$ cat config.mk
export PLATFORM = sky130hd
export DESIGN_NAME = ctrl_decode_stage
export DESIGN_NICKNAME = d
export VERILOG_FILES = /design/src/rtl/ctrl_decode_stage.sv
export SDC_FILE = /design/constraint.sdc
export NUM_CORES = 1
export LEC_CHECK = 0
export BUFFER_PORTS_ARGS = -buffer_cell sky130_fd_sc_hd__buf_2
export CAP_MARGIN = 0
export CORE_MARGIN = 8
export CORE_UTILIZATION = 35
export DETAILED_ROUTE_END_ITERATION = 7
export GPL_ROUTABILITY_DRIVEN = 0
export SETUP_SLACK_MARGIN = 0.1
export SKIP_CTS_REPAIR_TIMING = 1
export SLEW_MARGIN = 20
export SYNTH_ARGS = -nofsm -noshare
export SYNTH_HDL_FRONTEND = slang
export SYNTH_SLANG_ARGS = --single-unit
$ cat constraint.sdc
create_clock -name clk -period 3.7 [get_ports clk]
set_input_delay 0.925 -clock clk [delete_from_list [all_inputs] [get_ports clk]]
set_output_delay 0.925 -clock clk [all_outputs]
set_load 0.005 [all_outputs]
$ cat src/rtl/ctrl_decode_stage.sv
// Registered RV32I decode/control stage (IF/ID -> ID/EX) with load-use stall, flush and backpressure.
// Optional illegal-instruction trapping is enabled by defining CTRL_ILLEGAL_TRAP_EN.
module ctrl_decode_stage #(
  parameter int DWIDTH   = 32,
  parameter int ALUSEL_W = 4,
  parameter int CNT_W    = 16
) (
  input  logic                clk,
  input  logic                reset,
  input  logic                in_valid_i,
  output logic                in_ready_o,
  input  logic [DWIDTH-1:0]   insn_i,
  input  logic [DWIDTH-1:0]   pc_i,
  input  logic                flush_i,
  output logic                out_valid_o,
  input  logic                out_ready_i,
  output logic [DWIDTH-1:0]   pc_o,
  output logic [DWIDTH-1:0]   insn_o,
  output logic [4:0]          rd_o,
  output logic [4:0]          rs1_o,
  output logic [4:0]          rs2_o,
  output logic                pcsel_o,
  output logic                immsel_o,
  output logic                regwren_o,
  output logic                rs1sel_o,
  output logic                rs2sel_o,
  output logic                memren_o,
  output logic                memwren_o,
  output logic [1:0]          wbsel_o,
  output logic [ALUSEL_W-1:0] alusel_o,
  output logic                illegal_o,
  output logic [CNT_W-1:0]    stall_cnt_o
);

  localparam logic [6:0] OPC_LUI    = 7'b0110111;
  localparam logic [6:0] OPC_AUIPC  = 7'b0010111;
  localparam logic [6:0] OPC_JAL    = 7'b1101111;
  localparam logic [6:0] OPC_JALR   = 7'b1100111;
  localparam logic [6:0] OPC_BRANCH = 7'b1100011;
  localparam logic [6:0] OPC_LOAD   = 7'b0000011;
  localparam logic [6:0] OPC_STORE  = 7'b0100011;
  localparam logic [6:0] OPC_OP_IMM = 7'b0010011;
  localparam logic [6:0] OPC_OP     = 7'b0110011;

  localparam logic [1:0] WBSEL_ALU = 2'd0;
  localparam logic [1:0] WBSEL_MEM = 2'd1;
  localparam logic [1:0] WBSEL_PC4 = 2'd2;
  localparam logic [1:0] WBSEL_IMM = 2'd3;

  localparam logic [ALUSEL_W-1:0] ALU_OP_ADD  = ALUSEL_W'(4'd0);
  localparam logic [ALUSEL_W-1:0] ALU_OP_SUB  = ALUSEL_W'(4'd1);
  localparam logic [ALUSEL_W-1:0] ALU_OP_SLL  = ALUSEL_W'(4'd2);
  localparam logic [ALUSEL_W-1:0] ALU_OP_SLT  = ALUSEL_W'(4'd3);
  localparam logic [ALUSEL_W-1:0] ALU_OP_SLTU = ALUSEL_W'(4'd4);
  localparam logic [ALUSEL_W-1:0] ALU_OP_XOR  = ALUSEL_W'(4'd5);
  localparam logic [ALUSEL_W-1:0] ALU_OP_SRL  = ALUSEL_W'(4'd6);
  localparam logic [ALUSEL_W-1:0] ALU_OP_SRA  = ALUSEL_W'(4'd7);
  localparam logic [ALUSEL_W-1:0] ALU_OP_OR   = ALUSEL_W'(4'd8);
  localparam logic [ALUSEL_W-1:0] ALU_OP_AND  = ALUSEL_W'(4'd9);

  localparam logic [6:0] F7_ZERO = 7'b0000000;
  localparam logic [6:0] F7_ALT  = 7'b0100000;

  // alt selects SUB (register form only) and SRA
  function automatic logic [ALUSEL_W-1:0] alu_op(input logic [2:0] funct3, input logic alt,
                                                 input logic is_imm);
    case (funct3)
      3'b000:  alu_op = (alt && !is_imm) ? ALU_OP_SUB : ALU_OP_ADD;
      3'b001:  alu_op = ALU_OP_SLL;
      3'b010:  alu_op = ALU_OP_SLT;
      3'b011:  alu_op = ALU_OP_SLTU;
      3'b100:  alu_op = ALU_OP_XOR;
      3'b101:  alu_op = alt ? ALU_OP_SRA : ALU_OP_SRL;
      3'b110:  alu_op = ALU_OP_OR;
      3'b111:  alu_op = ALU_OP_AND;
      default: alu_op = ALU_OP_ADD;
    endcase
  endfunction

  logic [6:0] w_opcode;
  logic [2:0] w_funct3;
  logic [6:0] w_funct7;
  logic [4:0] w_rd, w_rs1, w_rs2;

  assign w_opcode = insn_i[6:0];
  assign w_rd     = insn_i[11:7];
  assign w_funct3 = insn_i[14:12];
  assign w_rs1    = insn_i[19:15];
  assign w_rs2    = insn_i[24:20];
  assign w_funct7 = insn_i[31:25];

  logic                w_pcsel, w_immsel, w_regwren, w_rs1sel, w_rs2sel, w_memren, w_memwren;
  logic [1:0]          w_wbsel;
  logic [ALUSEL_W-1:0] w_alusel;
  logic                w_illegal, w_uses_rs1, w_uses_rs2;

`ifdef CTRL_ILLEGAL_TRAP_EN
  logic w_bad;

  always_comb begin
    w_bad = 1'b0;
    case (w_opcode)
      OPC_LUI, OPC_AUIPC, OPC_JAL: w_bad = 1'b0;
      OPC_JALR:   w_bad = (w_funct3 != 3'b000);
      OPC_BRANCH: w_bad = (w_funct3 == 3'b010) || (w_funct3 == 3'b011);
      OPC_LOAD:   w_bad = (w_funct3 == 3'b011) || (w_funct3 == 3'b110) || (w_funct3 == 3'b111);
      OPC_STORE:  w_bad = (w_funct3 >= 3'b011);
      OPC_OP_IMM: w_bad = ((w_funct3 == 3'b001) && (w_funct7 != F7_ZERO)) ||
                          ((w_funct3 == 3'b101) && (w_funct7 != F7_ZERO) && (w_funct7 != F7_ALT));
      OPC_OP:     w_bad = (w_funct7 != F7_ZERO) &&
                          !((w_funct7 == F7_ALT) && ((w_funct3 == 3'b000) || (w_funct3 == 3'b101)));
      default:    w_bad = 1'b1;
    endcase
  end
`endif

  // Combinational decode of the incoming instruction; anything unrecognised is a NOP
  always_comb begin
    w_pcsel    = 1'b0;
    w_immsel   = 1'b0;
    w_regwren  = 1'b0;
    w_rs1sel   = 1'b0;
    w_rs2sel   = 1'b0;
    w_memren   = 1'b0;
    w_memwren  = 1'b0;
    w_wbsel    = WBSEL_ALU;
    w_alusel   = ALU_OP_ADD;
    w_illegal  = 1'b0;
    w_uses_rs1 = 1'b0;
    w_uses_rs2 = 1'b0;
    case (w_opcode)
      OPC_LUI: begin
        w_regwren = 1'b1; w_immsel = 1'b1; w_wbsel = WBSEL_IMM;
      end
      OPC_AUIPC: begin
        w_regwren = 1'b1; w_immsel = 1'b1;
      end
      OPC_JAL: begin
        w_regwren = 1'b1; w_pcsel = 1'b1; w_immsel = 1'b1; w_wbsel = WBSEL_PC4;
      end
      OPC_JALR: begin
        w_regwren = 1'b1; w_pcsel = 1'b1; w_immsel = 1'b1; w_rs1sel = 1'b1;
        w_wbsel = WBSEL_PC4; w_uses_rs1 = 1'b1;
      end
      OPC_BRANCH: begin
        w_pcsel = 1'b1; w_immsel = 1'b1; w_uses_rs1 = 1'b1; w_uses_rs2 = 1'b1;
      end
      OPC_LOAD: begin
        w_regwren = 1'b1; w_immsel = 1'b1; w_rs1sel = 1'b1; w_memren = 1'b1;
        w_wbsel = WBSEL_MEM; w_uses_rs1 = 1'b1;
      end
      OPC_STORE: begin
        w_memwren = 1'b1; w_immsel = 1'b1; w_rs1sel = 1'b1;
        w_uses_rs1 = 1'b1; w_uses_rs2 = 1'b1;
      end
      OPC_OP_IMM: begin
        w_regwren = 1'b1; w_immsel = 1'b1; w_rs1sel = 1'b1; w_uses_rs1 = 1'b1;
        w_alusel = alu_op(w_funct3, insn_i[30], 1'b1);
      end
      OPC_OP: begin
        w_regwren = 1'b1; w_rs1sel = 1'b1; w_rs2sel = 1'b1;
        w_uses_rs1 = 1'b1; w_uses_rs2 = 1'b1;
        w_alusel = alu_op(w_funct3, (w_funct7 == F7_ALT), 1'b0);
      end
      default: begin
        w_regwren = 1'b0;
      end
    endcase
    if (w_rd == 5'd0) begin
      w_regwren = 1'b0;
    end
`ifdef CTRL_ILLEGAL_TRAP_EN
    if (w_bad) begin
      w_illegal = 1'b1;
      w_regwren = 1'b0;
      w_memren  = 1'b0;
      w_memwren = 1'b0;
      w_pcsel   = 1'b0;
    end
`endif
  end

  logic                r_valid;
  logic [DWIDTH-1:0]   r_pc, r_insn;
  logic [4:0]          r_rd, r_rs1, r_rs2;
  logic                r_pcsel, r_immsel, r_regwren, r_rs1sel, r_rs2sel, r_memren, r_memwren;
  logic [1:0]          r_wbsel;
  logic [ALUSEL_W-1:0] r_alusel;
  logic                r_illegal;
  logic [CNT_W-1:0]    r_stall_cnt;

  logic w_hazard, w_in_ready, w_accept;

  assign w_hazard = r_valid && r_memren && (r_rd != 5'd0) && in_valid_i &&
                    ((w_uses_rs1 && (w_rs1 == r_rd)) || (w_uses_rs2 && (w_rs2 == r_rd)));
  assign w_in_ready = flush_i || (!w_hazard && (!r_valid || out_ready_i));
  assign w_accept   = in_valid_i && w_in_ready && !flush_i;

  // ID/EX register: flush > hazard > accept > drain > hold; invalid entries carry no enables
  always_ff @(posedge clk or posedge reset) begin
    if (reset) begin
      r_valid   <= 1'b0;
      r_pc      <= '0;
      r_insn    <= '0;
      r_rd      <= 5'd0;
      r_rs1     <= 5'd0;
      r_rs2     <= 5'd0;
      r_pcsel   <= 1'b0;
      r_immsel  <= 1'b0;
      r_regwren <= 1'b0;
      r_rs1sel  <= 1'b0;
      r_rs2sel  <= 1'b0;
      r_memren  <= 1'b0;
      r_memwren <= 1'b0;
      r_wbsel   <= WBSEL_ALU;
      r_alusel  <= ALU_OP_ADD;
      r_illegal <= 1'b0;
    end else if (flush_i || (out_ready_i && (w_hazard || !w_accept))) begin
      r_valid   <= 1'b0;
      r_pcsel   <= 1'b0;
      r_regwren <= 1'b0;
      r_memren  <= 1'b0;
      r_memwren <= 1'b0;
      r_illegal <= 1'b0;
    end else if (w_accept) begin
      r_valid   <= 1'b1;
      r_pc      <= pc_i;
      r_insn    <= insn_i;
      r_rd      <= w_rd;
      r_rs1     <= w_rs1;
      r_rs2     <= w_rs2;
      r_pcsel   <= w_pcsel;
      r_immsel  <= w_immsel;
      r_regwren <= w_regwren;
      r_rs1sel  <= w_rs1sel;
      r_rs2sel  <= w_rs2sel;
      r_memren  <= w_memren;
      r_memwren <= w_memwren;
      r_wbsel   <= w_wbsel;
      r_alusel  <= w_alusel;
      r_illegal <= w_illegal;
    end else begin
      r_valid <= r_valid;
    end
  end

  // Saturating count of load-use stall cycles
  always_ff @(posedge clk or posedge reset) begin
    if (reset) begin
      r_stall_cnt <= '0;
    end else if (w_hazard && !flush_i && (r_stall_cnt != {CNT_W{1'b1}})) begin
      r_stall_cnt <= r_stall_cnt + CNT_W'(1'b1);
    end else begin
      r_stall_cnt <= r_stall_cnt;
    end
  end

  assign in_ready_o  = w_in_ready;
  assign out_valid_o = r_valid;
  assign pc_o        = r_pc;
  assign insn_o      = r_insn;
  assign rd_o        = r_rd;
  assign rs1_o       = r_rs1;
  assign rs2_o       = r_rs2;
  assign pcsel_o     = r_pcsel;
  assign immsel_o    = r_immsel;
  assign regwren_o   = r_regwren;
  assign rs1sel_o    = r_rs1sel;
  assign rs2sel_o    = r_rs2sel;
  assign memren_o    = r_memren;
  assign memwren_o   = r_memwren;
  assign wbsel_o     = r_wbsel;
  assign alusel_o    = r_alusel;
  assign illegal_o   = r_illegal;
  assign stall_cnt_o = r_stall_cnt;

endmodule

# Yosys cells after proc, flatten, opt, wreduce, memory -nomap -nowiden
# Cells that the tools add are included.
word_totals:
  romBits: 0
  output_inout_bits: 111
  regBits: 110
  ram_bits: 0
  memories: 0
  latchBits: 0
classes:
  eq_ne: 20
  addsub: 1
  div_mod_pow: 0
  mux: 29
  order_cmp: 0
  multipliers: 0
  bitwise_logic: 1
  reduce_logical: 33
  shift: 0
op_table:
  columns: ["op", "count"]
  rows:
  - ["$pmux 4 s8", 2]
  - ["$eq 7x6->1 const B", 4]
  - ["$mux 1", 25]
  - ["$eq 7x7->1 const B", 3]
  - ["$add 16x1->16 const B", 1]
  - ["$ne 16x16->1 const B", 1]
  - ["$eq 7x5->1 const B", 2]
  - ["$eq 3x3->1 const B", 4]
  - ["$logic_and 1x1->1", 12]
  - ["$eq 5x5->1", 2]
  - ["$pmux 4 s2", 1]
  - ["$reduce_or 8->1", 1]
  - ["$eq 7x2->1 const B", 1]
  - ["$reduce_or 7->1", 1]
  - ["$eq 3x2->1 const B", 2]
  - ["$pmux 2 s3", 1]
  - ["$reduce_or 3->1", 2]
  - ["$reduce_or 6->1", 1]
  - ["$logic_not 5->1", 1]
  - ["$logic_or 1x1->1", 5]
  - ["$reduce_bool 5->1", 1]
  - ["$reduce_or 5->1", 1]
  - ["$logic_not 1->1", 4]
  - ["$eq 3x1->1 const B", 1]
  - ["other kinds (5)", 5]

# Longest topological paths before layout
logic_depth:
  depth_word: 17
  ltp_mapped: 9
  ltp_nobuf: 7

# Worst setup path after synthesis
# OpenSTA, ideal clock, no wires.
synth_path:
  kind: "input to output"
  from: "in insn_i[4]"
  to: "out in_ready_o"
  cell_stages: 7
  t_required_ps: 2775
  setup_slack_ps: 559
  n_path_buf: 2
  arrival_ps: 2216
  path_cell_list: "buf_2 > and3b_1 > o211ai_1 > nor2_1 > o21ai_0 > buf_2 > a21o_1"
synth_between:
  elab_chain_cells: 9
  elab_cells_between_ends: 17
  classes_between: "6 x eq/ne; 2 x mux; 9 x reduce/logical"
synth_rtl:
  columns: ["item", "line", "rtl"]
  rows:
  - ["start, declared", "12", "input logic [DWIDTH-1:0] insn_i,"]
  - ["$eq 7x6->1 (tied with other cells)", "131", "case (w_opcode)"]
  - ["$reduce_or 6->1 (no line) or $reduce_or 3->1 (tied branches)", null, null]
  - ["$mux 1", "131", null]
  - ["$logic_and 1x1->1", "195", "((w_uses_rs1 && (w_rs1 == r_rd)) || (w_uses_rs2 && (w_rs2 == r_rd)));"]
  - ["$logic_or 1x1->1 (*)", "195", null]
  - ["$logic_and 1x1->1 (*)", "194", "assign w_hazard = r_valid && r_memren && (r_rd != 5'd0) && in_valid_i &&"]
  - ["$logic_not 1->1 (*)", "196", "assign w_in_ready = flush_i || (!w_hazard && (!r_valid || out_ready_i));"]
  - ["$logic_and 1x1->1 (*)", "196", null]
  - ["$logic_or 1x1->1 (*)", "196", null]
  - ["end, declared", "11", "output logic in_ready_o,"]
# Every way passes the cells marked *; elsewhere a longest branch is shown, timed or not.

# Worst setup path after layout
layout_path:
  from: "in insn_i[3]"
  to: "out in_ready_o"
# Same word-level chain as after synthesis.

==> key figures <==
CTS
  – CTS tree: built
  – Htree depth: 3
  – Root Driver: clkbuf_16
  – Cts bufs inserted: 9
  – Worst-path clk slew: 0.06 ns
  – Clk Latency, worst-skew pair: 0.34 ns
  – Clock sink count: 94
  – Clock Tree Buf Depth: 2

Routing
  – Iter 0 DRT Violations: 110
  – Final WL: 11,800 um
  – WL/cell: 17.0 um
  – Detailed-route DRC error count: 0
  – Drt pass-1 iters: 4
  – DR vias/cell: between 4 and 5
  – Antenna Violating Nets Remaining: 0
  – Vias: between 3,000 and 4,000

Worst setup path
  – Most frequent cell on the critical path: buf_2
  – Flop2flop setup slack: around 1.2 ns
  – Critical-path cell list: buf_2 -> and3b_1 -> nand4_1 -> nor4_1 -> o21ai_0 -> a21o_1 -> buf_2
  – CP delay by family, top: simple AND/OR/NAND/NOR gates
  – Arrival time worst endpoint: 2.29 ns
  – Reg2Reg Depth: 7
  – Buf/Inv on CP: 2
  – Worst reg2reg path startpoint: insn_o[8]
  – Kind of critical path: input port to primary output
  – Critical Path End: in_ready_o
  – Crit Path Max Fanout: 7
  – CP Launch Point: insn_i[3]
  – CP required: 2.77 ns
  – Crit start category: input port
  – Critical Path End Type: primary output
  – Slowest stage cell, crit path: nor4_1
  – FF-to-FF End: pc_o[2]
  – Critical Path Max Stage Delay: 0.34 ns
  – Critical path depth: 7

Logic synthesis
  – Mapped Cells: 347
  – Seq/Total Area, Yosys: 0.513
  – Adder-Cell Fraction of Synth Area: 0.00273
  – Top FF cell, synth: dfrtp_1
  – Post-synthesis mux area share: 0.237
  – Syn. warnings: 0
  – Number of synthesized flops with an enable pin: 0
  – Synth cell types: 40
  – #FFs+latches synth: 94
  – Synth Area in XOR/XNOR: 0.0477
  – Asr flop ratio synth: 1.00
  – Syn_nets: 417
  – Mean Syn Cell Area: between 10 and 15 um^2
  – Largest family of logic cells by synthesized area: multiplexers
  – Synth Cell Area: 4590 um^2
  – Synth Area in Compound Gates: 0.0297
  – Synth Area in Simple Gates: 0.101

STA
  – Unrepaired setup endpoints after global routing: no
  – Final setup TNS: 0 ns
  – Max-slew violations: 0
  – F_max: 311 MHz
  – Clock Skews: between 0.004 and 0.005 ns
  – Tcrit/Tclk final: 0.869
  – Hold slack: between 0.5 and 0.6 ns
  – Final setup violation count: 0
  – Slew HR: 0.441
  – Fin. Hold Viols: 0
  – Slew at the pin closest to its max-slew limit: 0.839 ns
  – Final min period: 3.22 ns

Final layout
  – Synth-to-Final Area Change: 25.7%
  – Nets: between 500 and 600
  – Multi-input gate area: about 1900 um^2
  – Layout cells sized above 1: 0.540
  – ANT cells: 0
  – FF+latch area: 2350 um^2
  – Fill count: 1,251

Power
  – Pint: 1.92 mW
  – Reg power frac: 0.471
  – Gate power share: 0.200
  – Sw power: around 0.70 mW
  – Clk pwr share: 0.329
  – Peak supply drop: 0.000213 V
  – Lkg Pwr: 2.91 nW
  – Power Dens Cells: around 450 nW/um^2
  – Switch share: 0.268

Outcome
  – Outcome: complete, no violations

Run
  – Max-cap violation count: 0

Floorplanning
  – I/O pin cnt: 180
  – Starting Density: 0.352
  – Floorplan core area: 13,000 um^2
  – Num rows: 42
  – Die area: around 17,000 um^2
  – Die H: 130 um
  – Die width: 130 um

Hold path
  – Hold WC Path Type: flip-flop to flip-flop

Global routing
  – GR Util All Layers: 0.139
  – Remaining Overflow, GRT: 0
  – First-pass GRT wire length: 18,300 um
  – Vias in the first global route: between 3,000 and 4,000
  – Initial antenna violation count: 0
  – Largest net degree at the start of global routing: 68

Place
  – Post-DP HPWL: between 8000 and 9000 um
  – IO buf count: between 150 and 200
## synth_stat cells (2+ instances only)
library cell	count	area, um^2
nor2_1	17	63.8
buf_2	3	15.0
or4_1	3	22.5
mux2_2	16	180
buf_4	16	120
and3_1	2	12.5
nand4_1	9	56.3
mux2i_1	2	20.0
and3b_1	2	17.5
clkbuf_1	4	15.0
mux2_4	59	886
o22ai_1	2	12.5
dfrtp_1	94	2350
buf_12	6	120
inv_1	9	33.8
o21ai_0	5	25.0
a21oi_1	7	35.0
and4_1	2	17.5
nor4_1	6	37.5
nand2_1	20	75.1
xnor2_1	14	123
nor3_1	13	65.1
nand3_1	9	45.0
xor2_1	11	96.3
## metal layers
layer	up-vias	track usage	part of all wire
li1	1529	-	-
met1	1602	0.181	0.45
met2	123	0.216	0.45
met3	9	0.0394	0.082
met4	0	0.0500	0.013
met5	-	0	0
## per-stage QoR
| stage | setup WS [ns] | std cells | total power [mW] | area, um^2 | util |
|---|---|---|---|---|---|
| after floorplan | 0.326 | 347 | 1.57 | 4590 | - |
| after global placement | 0.515 | 677 | 1.78 | 5490 | 0.421 |
| after detailed placement | 0.479 | 677 | 1.79 | 5490 | 0.421 |
| after CTS | 0.461 | 693 | 2.67 | 5770 | 0.442 |
| after global routing | 0.386 | 693 | 2.76 | 5770 | 0.442 |
| final | 0.485 | 693 | 2.62 | 5770 | 0.442 |
## flip-flops by register name (all words and copies together), names as in the netlist, 2 cells and up
signal / count
stall_cnt_o: 16
alusel_o: 4
pc_o: 32
wbsel_o: 2
insn_o: 32
## cells in the final DEF (no fill, tap or decap), drive strengths merged, types with 3 or more instances in the layout
cell type  instances
nor3              14
xor2              11
nand3              9
o21ai              5
dfrtp             94
a21oi              7
clkbuf             9
inv               10
nor2              17
nand4              9
buf              184
clkinv             3
mux2              75
nor4               6
nand2             20
clkinvlp           3
or4                3
xnor2             14
## cell type report
| type | instances | area share |
|---|---|---|
| clock buffer | 9 | 0.0391 |
| clock inverter | 7 | 0.00868 |
| inverter | 9 | 0.00629 |
| multi-input combinational | 214 | 0.333 |
| sequential | 94 | 0.408 |
| tap | 176 | 0.0382 |
| timing repair buffer | 184 | 0.167 |
## cell families (layout without fill, tap and decap cells)
family / after synthesis / in the layout
adder cells (fa/ha/maj): 1 / 1
buffers and inverters: 39 / 209
other: 1 / 1
flip-flops: 94 / 94
AO/OA/AOI/OAI: 21 / 21
multiplexers: 77 / 77
XOR/XNOR: 25 / 25
AND/OR/NAND/NOR: 89 / 89
## power groups by stage
stage | Combinational (mW) | Sequential (mW) | Clock, mW
after floorplan | 0.315 | 1.26 | 0
after CTS | 0.537 | 1.23 | 0.894
after global routing | 0.571 | 1.25 | 0.933
after detailed placement | 0.535 | 1.25 | 0
after global placement | 0.533 | 1.25 | 0
final | 0.525 | 1.23 | 0.862
## worst min-delay path by stage
stage,from,end,slack (ns),cells past startpoint
global route,insn_o[13],insn_o[13],0.52,1
floorplan,stall_cnt_o[15],stall_cnt_o[15],0.48,1
detailed placement,pc_o[3],pc_o[3],0.49,1
finish,pc_o[7],pc_o[7],0.50,1
global placement,stall_cnt_o[12],stall_cnt_o[12],0.48,1
CTS,stall_cnt_o[12],stall_cnt_o[12],0.50,1
(Power assumes the default switching activity.)
